[src/rtl/upg_pkg.sv]
// Shared types and constants for the UART boot loader.
// UPG_CHECKSUM_EN adds the per-segment checksum state to the parser enum.
package upg_pkg;

  localparam int UPG_ADR_W     = 15;
  localparam int UPG_MAX_WORDS = 16384;
  localparam logic [7:0] UPG_TGT_PROG = 8'h00;
  localparam logic [7:0] UPG_TGT_DATA = 8'h01;
  localparam int UPG_LAST_BIT  = 7;

`ifdef UPG_CHECKSUM_EN
  typedef enum logic [2:0] {S_TGT, S_CNT_L, S_CNT_H, S_DATA, S_CSUM, S_DONE} upg_state_e;
`else
  typedef enum logic [2:0] {S_TGT, S_CNT_L, S_CNT_H, S_DATA, S_DONE} upg_state_e;
`endif

  typedef enum logic [1:0] {RX_IDLE, RX_START, RX_DATA, RX_STOP} rx_state_e;

  typedef struct packed {
    rx_state_e  rx;
    upg_state_e parser;
  } upg_dbg_t;

  // Only the low seven bits select the target; bit 7 is the last-segment flag.
  function automatic logic tgt_legal(input logic [6:0] code);
    return (code == UPG_TGT_PROG[6:0]) || (code == UPG_TGT_DATA[6:0]);
  endfunction

endpackage

[src/rtl/uart_byte_rx.sv]
// 8N1 byte receiver: two-flop synchroniser, mid-bit sampling, framing check.
// byte_vld_o / frm_err_o are single-cycle pulses with no back-pressure.
import upg_pkg::*;

module uart_byte_rx #(
  parameter int BIT_DIV = 868
) (
  input  logic       clk,
  input  logic       rst,
  input  logic       rx,
  output logic [7:0] byte_o,
  output logic       byte_vld_o,
  output logic       frm_err_o,
  output rx_state_e  state_o
);

  localparam int HALF  = (BIT_DIV / 2 > 0) ? BIT_DIV / 2 : 1;
  localparam int CNT_W = $clog2(BIT_DIV + 1);

  logic             r_rx_s1, r_rx_s2, r_rx_s3;
  rx_state_e        r_state, w_state_nxt;
  logic [CNT_W-1:0] r_tick;
  logic [2:0]       r_bit;
  logic [7:0]       r_shift;
  logic             r_vld, r_ferr;
  logic             w_fall, w_hit, w_vld_nxt, w_ferr_nxt;

  // r_rx_s3 only serves edge detection; the synchronised level is r_rx_s2.
  always_ff @(posedge clk or negedge rst) begin
    if (!rst) begin
      r_rx_s1 <= 1'b1;
      r_rx_s2 <= 1'b1;
      r_rx_s3 <= 1'b1;
    end else begin
      r_rx_s1 <= rx;
      r_rx_s2 <= r_rx_s1;
      r_rx_s3 <= r_rx_s2;
    end
  end

  assign w_fall = r_rx_s3 & ~r_rx_s2;
  assign w_hit  = (r_state == RX_START) ? (r_tick == CNT_W'(HALF - 1))
                                        : (r_tick == CNT_W'(BIT_DIV - 1));

  always_ff @(posedge clk or negedge rst) begin
    if (!rst) r_state <= RX_IDLE;
    else      r_state <= w_state_nxt;
  end

  always_comb begin
    w_state_nxt = r_state;
    case (r_state)
      RX_IDLE:  if (w_fall) w_state_nxt = RX_START;
      RX_START: if (w_hit)  w_state_nxt = r_rx_s2 ? RX_IDLE : RX_DATA;
      RX_DATA:  if (w_hit && r_bit == 3'd7) w_state_nxt = RX_STOP;
      RX_STOP:  if (w_hit)  w_state_nxt = RX_IDLE;
      default:  w_state_nxt = RX_IDLE;
    endcase
  end

  always_comb begin
    w_vld_nxt  = (r_state == RX_STOP) && w_hit &&  r_rx_s2;
    w_ferr_nxt = (r_state == RX_STOP) && w_hit && !r_rx_s2;
  end

  always_ff @(posedge clk or negedge rst) begin
    if (!rst) begin
      r_tick  <= '0;
      r_bit   <= '0;
      r_shift <= '0;
      r_vld   <= 1'b0;
      r_ferr  <= 1'b0;
    end else begin
      r_vld  <= w_vld_nxt;
      r_ferr <= w_ferr_nxt;
      if (r_state == RX_IDLE || w_hit) r_tick <= '0;
      else                             r_tick <= r_tick + 1'b1;
      if (r_state == RX_START && w_hit) r_bit <= '0;
      if (r_state == RX_DATA && w_hit) begin
        r_shift <= {r_rx_s2, r_shift[7:1]};
        r_bit   <= r_bit + 1'b1;
      end
    end
  end

  assign byte_o     = r_shift;
  assign byte_vld_o = r_vld;
  assign frm_err_o  = r_ferr;
  assign state_o    = r_state;

endmodule

[src/rtl/uart_programmer.sv]
// UART boot loader: parses TGT/CNT headers and little-endian words into write strobes.
// Define UPG_CHECKSUM_EN to require a trailing two's-complement checksum per segment.
import upg_pkg::*;

module uart_programmer #(
  parameter int CLK_FREQ    = 100_000_000,
  parameter int BAUD        = 115_200,
  parameter int TIMEOUT_CYC = 16 * (CLK_FREQ / BAUD) * 10
) (
  input  logic                 clk,
  input  logic                 rst,
  input  logic                 rx,
  output logic                 upg_clk_o,
  output logic                 upg_wen_o,
  output logic [UPG_ADR_W-1:0] upg_adr_o,
  output logic [31:0]          upg_dat_o,
  output logic                 upg_done_o,
  output logic                 err_o,
  output upg_dbg_t             o_dbg_state
);

  localparam int BIT_DIV = CLK_FREQ / BAUD;
  localparam int TMO_W   = $clog2(TIMEOUT_CYC + 1);

  logic [7:0]           w_byte;
  logic                 w_byte_vld, w_frm_err, w_vld, w_ferr;
  rx_state_e            w_rx_state;
  upg_state_e           r_state, w_state_nxt;
  logic                 r_tgt, r_last;
  logic [15:0]          r_cnt;
  logic [14:0]          r_idx;
  logic [1:0]           r_lane;
  logic [23:0]          r_word;
  logic                 r_wen, r_done, r_err;
  logic [UPG_ADR_W-1:0] r_adr;
  logic [31:0]          r_dat;
  logic [TMO_W-1:0]     r_tmo;
  logic [15:0]          w_n;
  logic                 w_last_word, w_timeout, w_seg_end, w_err_set;
  logic                 w_wen_nxt, w_tmo_run, w_done_nxt;
`ifdef UPG_CHECKSUM_EN
  logic [7:0]           r_sum;
  logic [7:0]           w_sum_nxt;
  assign w_sum_nxt = r_sum + w_byte;
`endif

  uart_byte_rx #(.BIT_DIV(BIT_DIV)) u_rx (
    .clk        (clk),
    .rst        (rst),
    .rx         (rx),
    .byte_o     (w_byte),
    .byte_vld_o (w_byte_vld),
    .frm_err_o  (w_frm_err),
    .state_o    (w_rx_state)
  );

  // Once programming is done the serial line is ignored entirely.
  assign w_vld       = w_byte_vld && (r_state != S_DONE);
  assign w_ferr      = w_frm_err  && (r_state != S_DONE);
  assign w_n         = {w_byte, r_cnt[7:0]};
  assign w_last_word = ({1'b0, r_idx} + 16'd1) == r_cnt;
  assign w_timeout   = (r_tmo == TMO_W'(TIMEOUT_CYC - 1));

  always_ff @(posedge clk or negedge rst) begin
    if (!rst) r_state <= S_TGT;
    else      r_state <= w_state_nxt;
  end

  always_comb begin
    w_state_nxt = r_state;
    w_err_set   = 1'b0;
    w_seg_end   = 1'b0;
    case (r_state)
      S_TGT: if (w_vld) begin
        if (tgt_legal(w_byte[6:0])) w_state_nxt = S_CNT_L;
        else                        w_err_set   = 1'b1;
      end
      S_CNT_L: if (w_vld) w_state_nxt = S_CNT_H;
      S_CNT_H: if (w_vld) begin
        if (w_n > 16'(UPG_MAX_WORDS)) begin
          w_err_set   = 1'b1;
          w_state_nxt = S_TGT;
        end else if (w_n == 16'd0) begin
          w_seg_end   = 1'b1;
        end else begin
          w_state_nxt = S_DATA;
        end
      end
      S_DATA: if (w_vld && r_lane == 2'd3 && w_last_word) w_seg_end = 1'b1;
`ifdef UPG_CHECKSUM_EN
      S_CSUM: if (w_vld) begin
        if (w_sum_nxt == 8'h00) begin
          w_state_nxt = r_last ? S_DONE : S_TGT;
        end else begin
          w_err_set   = 1'b1;
          w_state_nxt = S_TGT;
        end
      end
`endif
      S_DONE:  w_state_nxt = S_DONE;
      default: w_state_nxt = S_TGT;
    endcase
    if (w_seg_end) begin
`ifdef UPG_CHECKSUM_EN
      w_state_nxt = S_CSUM;
`else
      w_state_nxt = r_last ? S_DONE : S_TGT;
`endif
    end
    if (w_tmo_run && w_timeout && !w_vld) begin
      w_err_set   = 1'b1;
      w_state_nxt = S_TGT;
    end
    if (w_ferr) w_err_set = 1'b1;
  end

  always_comb begin
    w_tmo_run  = (r_state != S_TGT) && (r_state != S_DONE);
    w_wen_nxt  = w_vld && (r_state == S_DATA) && (r_lane == 2'd3);
    w_done_nxt = (r_state == S_DONE);
  end

  always_ff @(posedge clk or negedge rst) begin
    if (!rst) begin
      r_tgt  <= 1'b0;
      r_last <= 1'b0;
      r_cnt  <= '0;
      r_idx  <= '0;
      r_lane <= '0;
      r_word <= '0;
      r_wen  <= 1'b0;
      r_adr  <= '0;
      r_dat  <= '0;
      r_done <= 1'b0;
      r_err  <= 1'b0;
      r_tmo  <= '0;
    end else begin
      r_wen  <= w_wen_nxt;
      r_done <= r_done | w_done_nxt;
      r_err  <= r_err | w_err_set;
      if (!w_tmo_run || w_vld) r_tmo <= '0;
      else if (!w_timeout)     r_tmo <= r_tmo + 1'b1;
      // The index advances on the edge that ends the strobe cycle.
      if (r_wen) r_idx <= r_idx + 1'b1;
      if (w_vld) begin
        case (r_state)
          S_TGT: begin
            r_tgt  <= w_byte[0];
            r_last <= w_byte[UPG_LAST_BIT];
          end
          S_CNT_L: r_cnt[7:0] <= w_byte;
          S_CNT_H: begin
            r_cnt[15:8] <= w_byte;
            r_idx       <= '0;
            r_lane      <= '0;
          end
          S_DATA: begin
            r_lane <= r_lane + 1'b1;
            case (r_lane)
              2'd0:    r_word[7:0]   <= w_byte;
              2'd1:    r_word[15:8]  <= w_byte;
              2'd2:    r_word[23:16] <= w_byte;
              default: begin
                r_adr <= {r_tgt, r_idx[13:0]};
                r_dat <= {w_byte, r_word};
              end
            endcase
          end
          default: ;
        endcase
      end
    end
  end

`ifdef UPG_CHECKSUM_EN
  always_ff @(posedge clk or negedge rst) begin
    if (!rst) begin
      r_sum <= '0;
    end else if (w_vld) begin
      if (r_state == S_TGT) r_sum <= w_byte;
      else if (r_state != S_CSUM) r_sum <= w_sum_nxt;
    end
  end
`endif

  assign upg_clk_o          = clk;
  assign upg_wen_o          = r_wen;
  assign upg_adr_o          = r_adr;
  assign upg_dat_o          = r_dat;
  assign upg_done_o         = r_done;
  assign err_o              = r_err;
  assign o_dbg_state.rx     = w_rx_state;
  assign o_dbg_state.parser = r_state;

endmodule

[config.mk]
export PLATFORM = sky130hd
export DESIGN_NAME = uart_programmer
export DESIGN_NICKNAME = d
export VERILOG_FILES = /design/src/rtl/upg_pkg.sv /design/src/rtl/uart_byte_rx.sv /design/src/rtl/uart_programmer.sv
export SDC_FILE = /design/constraint.sdc
export NUM_CORES = 1
export LEC_CHECK = 0
export CELL_PAD_IN_SITES_DETAIL_PLACEMENT = 1
export CELL_PAD_IN_SITES_GLOBAL_PLACEMENT = 2
export CORE_MARGIN = 1
export CORE_UTILIZATION = 39
export CTS_CLUSTER_SIZE = 25
export DETAILED_ROUTE_END_ITERATION = 12
export DONT_BUFFER_PORTS = 1
export PLACE_DENSITY_LB_ADDON = 0.1
export SYNTH_ARGS = -nofsm -noshare
export SYNTH_HDL_FRONTEND = slang
export SYNTH_SLANG_ARGS = --single-unit
[constraint.sdc]
create_clock -name clk -period 2.1 [get_ports clk]
set_input_delay 0.42 -clock clk [delete_from_list [all_inputs] [get_ports clk]]
set_output_delay 0.42 -clock clk [all_outputs]
set_load 0.01 [all_outputs]
==> After elaboration in Yosys (flattened, before gate mapping) <==
Cells that the tools add are included.
{ "op_classes": {"n_addsub": 6, "n_lt_le_gt_ge": 1, "n_eq_ne": 28, "muxes": 38, "bitwise": 5, "n_reduce_logical": 40} }
{ "op_table": {"columns": ["cell", "n"], "rows": [
  ["15-bit two-way mux", 3],
  ["18-bit two-way mux", 2],
  ["3-bit two-way mux", 11],
  ["18-bit by 1-bit adder with 18-bit output (second input constant)", 1],
  ["18-bit == test (second input constant)", 1],
  ["15-bit by 1-bit adder with 16-bit output (second input constant)", 1],
  ["16-bit == test", 1],
  ["16-bit by 15-bit > comparator with 1-bit output (second input constant)", 1],
  ["16-bit logical NOT", 1],
  ["4-bit != test (second input constant)", 4],
  ["15-bit by 1-bit adder with 15-bit output (second input constant)", 1],
  ["1-bit logical AND", 15],
  ["3-bit one-hot mux with 5 select lines", 1],
  ["3-bit AND reduction", 4],
  ["1-bit two-way mux", 11],
  ["10-bit by 1-bit adder with 10-bit output (second input constant)", 1],
  ["10-bit == test (second input constant)", 1],
  ["10-bit by 9-bit == test with 1-bit output (second input constant)", 1],
  ["10-bit two-way mux", 1],
  ["2-bit two-way mux", 5],
  ["2-bit by 1-bit != test with 1-bit output (second input constant)", 5],
  ["2-bit == test (second input constant)", 4],
  ["2-bit one-hot mux with 4 select lines", 1],
  ["2-bit AND reduction", 4],
  ["other kinds (24)", 37]
]} }
{ "totals": {"reg_bits": 158, "out_inout_bits": 56, "elab_cells": 143} }

==> Longest topological paths before layout <==
Gate-level depths: netlist of the first run.
{ "logic_depth": {"depth_word": 8, "ltp_mapped": 8} }

==> Cells and area by module <==
A second synthesis of the first run with hierarchy kept.
{ "unflattened": {"cells_unflattened": 610, "area_unflattened_um2": 7314.5} }
{ "modules_own_cells": {"columns": ["module", "instances", "cells_each", "area_per_inst_um2", "seq_area_each_um2"], "rows": [
  ["uart_programmer", 1, 500, 5957.0, 3253.1],
  ["uart_byte_rx", 1, 110, 1357.6, 704.4]
]} }

==> results by group, run 1 <==
Timing
  – Final WS setup: -0.0403 ns
  – Layout Skew: 0.00644 ns
  – Max Slew Vio Count: 0
  – Hold Fails Final Rpt: 158
  – RSZ-0062 raised after global routing: yes
  – Upper clock frequency limit: 467 MHz
  – Hold_ws: -0.312 ns
  – Minimum period implied by the final worst setup slack: 2.14 ns
  – Rel. slew slack: 0.487
  – Slew @ Worst Pin: 0.768 ns
  – Fin crit share: 1.02
  – Final setup viols: 3

Logic synthesis
  – EDFF count, synth: 0
  – Post-synthesis instance total: 619
  – Register area share after synthesis: 0.547
  – Count leader, synth: dfrtp_1
  – Synthesized Nets: 631
  – Warnings, synthesis: 0
  – Synth top cells by count: dfrtp_1, mux2_2, nor2_1
  – Area share of the largest cell type after synthesis: 0.537
  – Yosys top cell by area: dfrtp_1
  – Synth top area cells: dfrtp_1, mux2_2, xnor2_1
  – Netlist cell types: 59
  – Flops & latches, synth: 158
  – Synthesized area: 7230 µm²
  – Dominant synthesized flop cell: dfrtp_1
  – Async set or reset register ratio after synthesis: 1.00
  – Syn_area_per_cell: 11.7 µm²

GRT
  – Initial antenna violation count: 0
  – Total GRT Usage: 0.200
  – Vias in the first global route: 5571
  – First-pass GRT wire length: 29900 µm
  – Largest net degree at the start of global routing: 159
  – Grt ovf: 0

Final layout
  – Finished Cell Area: 8600 µm²
  – Ant. Diodes: 0
  – Final Core Density: 0.475
  – Filler cell count: 1917
  – Area growth, synth to finish: 19.0%
  – Ratio of cells with drive above 1 in the final layout: 0.322
  – Total Nets Final: 680

Worst setup path
  – Critical Path RT: 2.45 ns
  – Crit. End Element: flip-flop
  – Crit Path Category: reg2reg
  – Worst-path maximum fanout: 3
  – R2r startpoint: r_idx[0]
  – Reg2reg end: r_state[2]
  – WP data arrival: 2.49 ns
  – R2R setup slack: -0.04 ns
  – R2R cell count: 8
  – Startpoint Class: flip-flop

Power
  – Total power: 0.00648 W
  – Max VDD drop: 0.000544 V
  – Lkg Pwr: 4.02 nW
  – PD cells: 754 nW/µm²

Place
  – DP Wirelength: 11900 µm
  – Post-DP Area: 7830 µm²
  – IO Port Bufs: 0
  – GP Congestion: 0.844

Die
  – I/O pins: 59
  – Core Area: 18100 µm²
  – Die width: 138 µm
  – Row count: 49
  – Die area: 19100 µm²
  – Die Y-Extent: 138 µm
  – Starting Density: 0.400

Clocking
  – Worst-path clk slew: 0.07 ns
  – TritonCTS clock tree: built
  – TritonCTS buffer count: 17
  – CTS Root Cell: clkbuf_16
  – CTS Hold Bufs: 1
  – CTS Sinks: 158
  – Clock tree buffer depth: 2
  – Clk_lat worst skew: 0.43 ns
  – CTS H-tree depth: 4

Detailed routing
  – DR vias: 4947
  – Initial detailed-routing violation count: 177
  – Antenna-violating nets left: 0
  – Vias per inst: 5.44
  – Router iterations before antenna repair: 5
  – Final wirelength: 17600 µm
  – Per-cell routed wire length: 19.3 µm
  – DRC Markers: 0

Status
  – Violated checks: negative hold slack, negative setup slack
  – Outcome: complete, but fails checks

Hold path
  – Hold WC Path Type: in2async

Run
  – Max-cap violations: 0
[flip-flops by register name, indices dropped and copies added, names as in the netlist, 2 cells and up, named ones only]
name and flops:
u_rx.byte_o 8, upg_adr_o 15, r_idx 15, r_lane 2
r_cnt 16, r_state 3, upg_dat_o 32, u_rx.r_tick 10
r_tmo 18, r_word 24, u_rx.r_bit 3
[cell families after synthesis]
family | after synthesis | share of synthesized area
AOI/OAI and AO/OA | 59 | 0.0521
xor gates and xnor gates | 50 | 0.0606
adders and majority gates | 9 | 0.0156
buffers and inverters | 44 | 0.0246
DFF | 158 | 0.547
muxes | 98 | 0.152
and+or+nand+nor | 201 | 0.147
[critical path: stages, from the launching register on]
cell      delay (ns)
dfrtp_1         0.43
buf_6           0.14
buf_6           0.11
xor2_1          0.14
nand4_1         0.13
nor4_1          0.29
nand4b_1        0.15
or4_4           0.55
o21ai_2         0.14
[where the power goes]
group | internal, W | total [W] | switching, W
sequential | 0.00311 | 0.00320 | 0.0000818
clock | 0.00170 | 0.00312 | 0.00142
combinational | 0.0000895 | 0.000166 | 0.0000762
[worst max path at each step]
| stage | start | cells after the start | slack [ns] | end |
|---|---|---|---|---|
| floorplan | r_idx[0] | 8 | 0.02 | r_state[2] |
| global placement | r_idx[1] | 7 | -0.07 | r_state[2] |
| detailed placement | r_idx[1] | 7 | -0.20 | r_state[0] |
| CTS | r_idx[0] | 8 | -0.04 | r_state[2] |
| global route | r_idx[0] | 7 | -0.15 | r_state[0] |
| finish | r_idx[0] | 8 | -0.04 | r_state[2] |
[stage by stage]
| stage | setup slack (ns) | hold slack [ns] | TNS, ns | instances |
|---|---|---|---|---|
| floorplan | 0.0203 | 0.124 | 0 | 619 |
| global placement | -0.0711 | 0.128 | -0.148 | 872 |
| detailed placement | -0.199 | 0.128 | -0.505 | 872 |
| CTS | -0.0425 | -0.334 | -0.0451 | 909 |
| global route | -0.153 | -0.339 | -0.443 | 910 |
| finish | -0.0403 | -0.312 | -0.0912 | 910 |
[area by class of cell]
| cell class | count | area (µm²) | area share |
|---|---|---|---|
| tap | 229 | 287 | 0.0333 |
| clock inverter | 15 | 165 | 0.0192 |
| clock buffer | 17 | 425 | 0.0495 |
| timing repair buffer | 59 | 482 | 0.0560 |
| inverter | 15 | 56.3 | 0.00655 |
| multi-input combinational | 417 | 3220 | 0.375 |
| sequential | 158 | 3960 | 0.461 |
[routing by layer]
layer	track usage	routed length, µm
met5	0	0
met4	0.0461	121
met3	0.0520	611
met2	0.349	8920
met1	0.248	7960
[layout by cell type, fill, tap and decap left out, drive strengths merged, types with 2 or more instances in the layout]
cell / count
o21ai: 20
or3: 6
and3: 3
nor3b: 5
nor3: 13
nor4: 9
inv: 26
or4b: 2
xor2: 22
nand2b: 7
mux2i: 2
o21a: 3
nand3: 23
a31oi: 2
and2: 5
mux2: 96
a21oi: 10
o211ai: 3
xnor2: 28
clkbuf: 17
and4: 5
a211o: 2
nand4b: 3
nand4: 15
clkinv: 3
nand3b: 2
o22ai: 5
and4b: 2
nor2: 57
a21boi: 3
a21o: 2
buf: 58
dfstp: 3
ha: 9
dfrtp: 155
nand2: 39
[repair_timing]
action,CTS,global route
pin swaps,8,3
buffers inserted,4,1
endpoints found under the hold margin,159,158
setup endpoints to repair,9,7
resized for setup,21,9
No activity file was read; power rests on OpenSTA's default activity.
==> run 2, diff against run 1 <==
--- a/config.mk
+++ b/config.mk
@@ -13,6 +13,7 @@
 export DETAILED_ROUTE_END_ITERATION = 12
 export DONT_BUFFER_PORTS = 1
 export PLACE_DENSITY_LB_ADDON = 0.1
+export RECOVER_POWER = 100
 export SYNTH_ARGS = -nofsm -noshare
 export SYNTH_HDL_FRONTEND = slang
 export SYNTH_SLANG_ARGS = --single-unit
==> results by group, run 2 (same netlist as run 1, synthesis figures left out) <==
Status
  – Outcome: complete, but fails checks
  – Violated checks: negative hold slack, negative setup slack

Timing
  – Rel. slew slack: 0.482 (-0.00507)
  – Upper clock frequency limit: 467 MHz (about the same)
  – RSZ-0062 raised after global routing: yes
  – Hold_ws: -0.313 ns (-0.000429 ns)
  – Fin crit share: 1.02 (about the same)
  – Final setup viols: 3 (unchanged)
  – Slew @ Worst Pin: 0.775 ns (+0.00758 ns)
  – Layout Skew: 0.00720 ns (+0.000760 ns)
  – Minimum period implied by the final worst setup slack: 2.14 ns (-0.000706 ns)
  – Final WS setup: -0.0396 ns (+0.000706 ns)
  – Max Slew Vio Count: 0 (unchanged)
  – Hold Fails Final Rpt: 158 (unchanged)

Detailed routing
  – Final wirelength: 17600 µm (-0.27%)
  – Router iterations before antenna repair: 4 (-1)
  – DRC Markers: 0 (unchanged)
  – Antenna-violating nets left: 0 (unchanged)
  – Initial detailed-routing violation count: 195 (+10%)
  – Per-cell routed wire length: 19.3 µm (-0.27%)
  – Vias per inst: 5.44 (about the same)
  – DR vias: 4948 (+0.020%)

Power
  – Max VDD drop: 0.000547 V (+0.51%)
  – PD cells: 759 nW/µm² (+0.68%)
  – Sw frac: 0.243 (about the same)
  – Total power: 0.00648 W (about the same)
  – Comb pwr share: 0.026 (about the same)
  – Sw Pwr: 0.00158 W (about the same)
  – Clock share of power: 0.481 (about the same)
  – Lkg Pwr: 3.99 nW (-0.84%)
  – Flop pwr share: 0.493 (about the same)
  – Int Pwr: 0.00490 W (about the same)

Final layout
  – Filler cell count: 1927 (+0.52%)
  – Commonest non-fill, non-tap cell in the layout: dfrtp_1
  – Area growth, synth to finish: 18.1%
  – Sequential Area: 3960 µm² (unchanged)
  – Most frequent cells in the layout: dfrtp_1, mux2_2, nor2_1
  – Footprint of the multi-input gates: 3200 µm² (-0.58%)
  – Finished Cell Area: 8540 µm² (-0.70%)
  – Final non-filler cell total: 910 (unchanged)
  – Ratio of cells with drive above 1 in the final layout: 0.304 (-0.0176)
  – Ant. Diodes: 0 (unchanged)
  – Total Nets Final: 680 (unchanged)
  – Max FFs per register: 32 (unchanged)

Place
  – Post-DP Area: 7830 µm² (unchanged)
  – GP Congestion: 0.844 (unchanged)
  – DP Wirelength: 11900 µm (unchanged)
  – Placed cell count: 872 (unchanged)
  – Setup WS pre-CTS: -0.199 ns (unchanged)
  – IO Port Bufs: 0 (unchanged)

Worst setup path
  – Worst-path maximum fanout: 3 (unchanged)
  – WP data arrival: 2.49 ns (about the same)
  – Crit Path Category: reg2reg
  – Crit. End Element: flip-flop
  – Critical Path RT: 2.45 ns (about the same)
  – Startpoint Class: flip-flop

GRT
  – Initial antenna violation count: 0 (unchanged)
  – Grt ovf: 0 (unchanged)
  – Total GRT Usage: 0.200 (unchanged)
  – Largest net degree at the start of global routing: 159 (unchanged)
  – Vias in the first global route: 5571 (unchanged)
  – First-pass GRT wire length: 29900 µm (unchanged)

Clocking
  – Clock tree buffer depth: 2 (unchanged)
  – CTS Root Cell: clkbuf_16
  – TritonCTS buffer count: 17 (unchanged)
  – Worst-path clk slew: 0.07 ns (about the same)
  – CTS Sinks: 158 (unchanged)
  – TritonCTS clock tree: built
  – Clk_lat worst skew: 0.43 ns (about the same)
  – CTS H-tree depth: 4 (unchanged)
  – CTS Hold Bufs: 1 (unchanged)

Die
  – Die width: 138 µm (unchanged)
  – I/O pins: 59 (unchanged)
  – Die area: 19100 µm² (unchanged)
  – Die Y-Extent: 138 µm (unchanged)
  – Core Area: 18100 µm² (unchanged)
  – Row count: 49 (unchanged)
  – Starting Density: 0.400 (unchanged)

Run
  – Max-cap violations: 0 (unchanged)

Hold path
  – Hold WC Path Type: in2async
[run 2: what timing repair did]
| item | in CTS | in global routing |
|---|---|---|
| pin swaps | 8 | 3 |
| hold endpoints to repair | 159 | 158 |
| cloned | 0 | 0 |
| gates resized for setup | 21 | 9 |
| endpoints found under the setup margin | 9 | 7 |
| setup buffers | 4 | 1 |
[run 2: worst max-delay path, stage by stage, from the launching register on]
cell and delay [ns]:
dfrtp_1 0.43, buf_6 0.14, buf_6 0.11, xor2_1 0.14, nand4_1 0.13, nor4_1 0.29, nand4b_1 0.15, or4_4 0.54
o21ai_2 0.14
[run 2: cell type report]
| cell class | count | area share |
|---|---|---|
| sequential | 158 | 0.464 |
| multi-input combinational | 417 | 0.375 |
| timing repair buffer | 59 | 0.0516 |
| clock buffer | 17 | 0.0498 |
| tap | 229 | 0.0336 |
| clock inverter | 15 | 0.0193 |
| inverter | 15 | 0.00659 |
[run 2: metrics by stage]
stage	setup TNS [ns]	util
after floorplan	0	-
after global placement	-0.148	0.433
after detailed placement	-0.505	0.433
after CTS	-0.0451	0.474
after global routing	-1.21	0.472
final	-0.0964	0.472
[run 2: power by group through the flow]
stage | registers [W] | logic [W] | clock network [W]
finish | 0.00320 | 0.000166 | 0.00312
detailed placement | 0.00325 | 0.000169 | 0
floorplan | 0.00324 | 0.000125 | 0.0000392
CTS | 0.00320 | 0.000169 | 0.00320
global placement | 0.00325 | 0.000160 | 0
global route | 0.00321 | 0.000195 | 0.00332
[run 2: path summary, 6_finish.rpt]
check	start	to	slack, ns	cells after the start
worst max-delay path	r_idx[0]	r_state[2]	-0.04	8
worst min-delay path	rst	r_tmo[10]	-0.31	0
worst max register to register	r_idx[0]	r_state[2]	-0.04	8
worst min register to register	u_rx.r_rx_s1	u_rx.r_rx_s2	0.37	0
max in group asynchronous	rst	r_idx[6]	2.07	0
min in group clk	u_rx.r_rx_s1	u_rx.r_rx_s2	0.37	0
[run 2: routing by layer]
metal | part of all wire | vias up | track usage
li1 | - | 2276 | -
met1 | 0.45 | 2603 | 0.248
met2 | 0.51 | 59 | 0.349
met3 | 0.036 | 10 | 0.0520
met4 | 0.0068 | 0 | 0.0461
met5 | 0 | - | 0
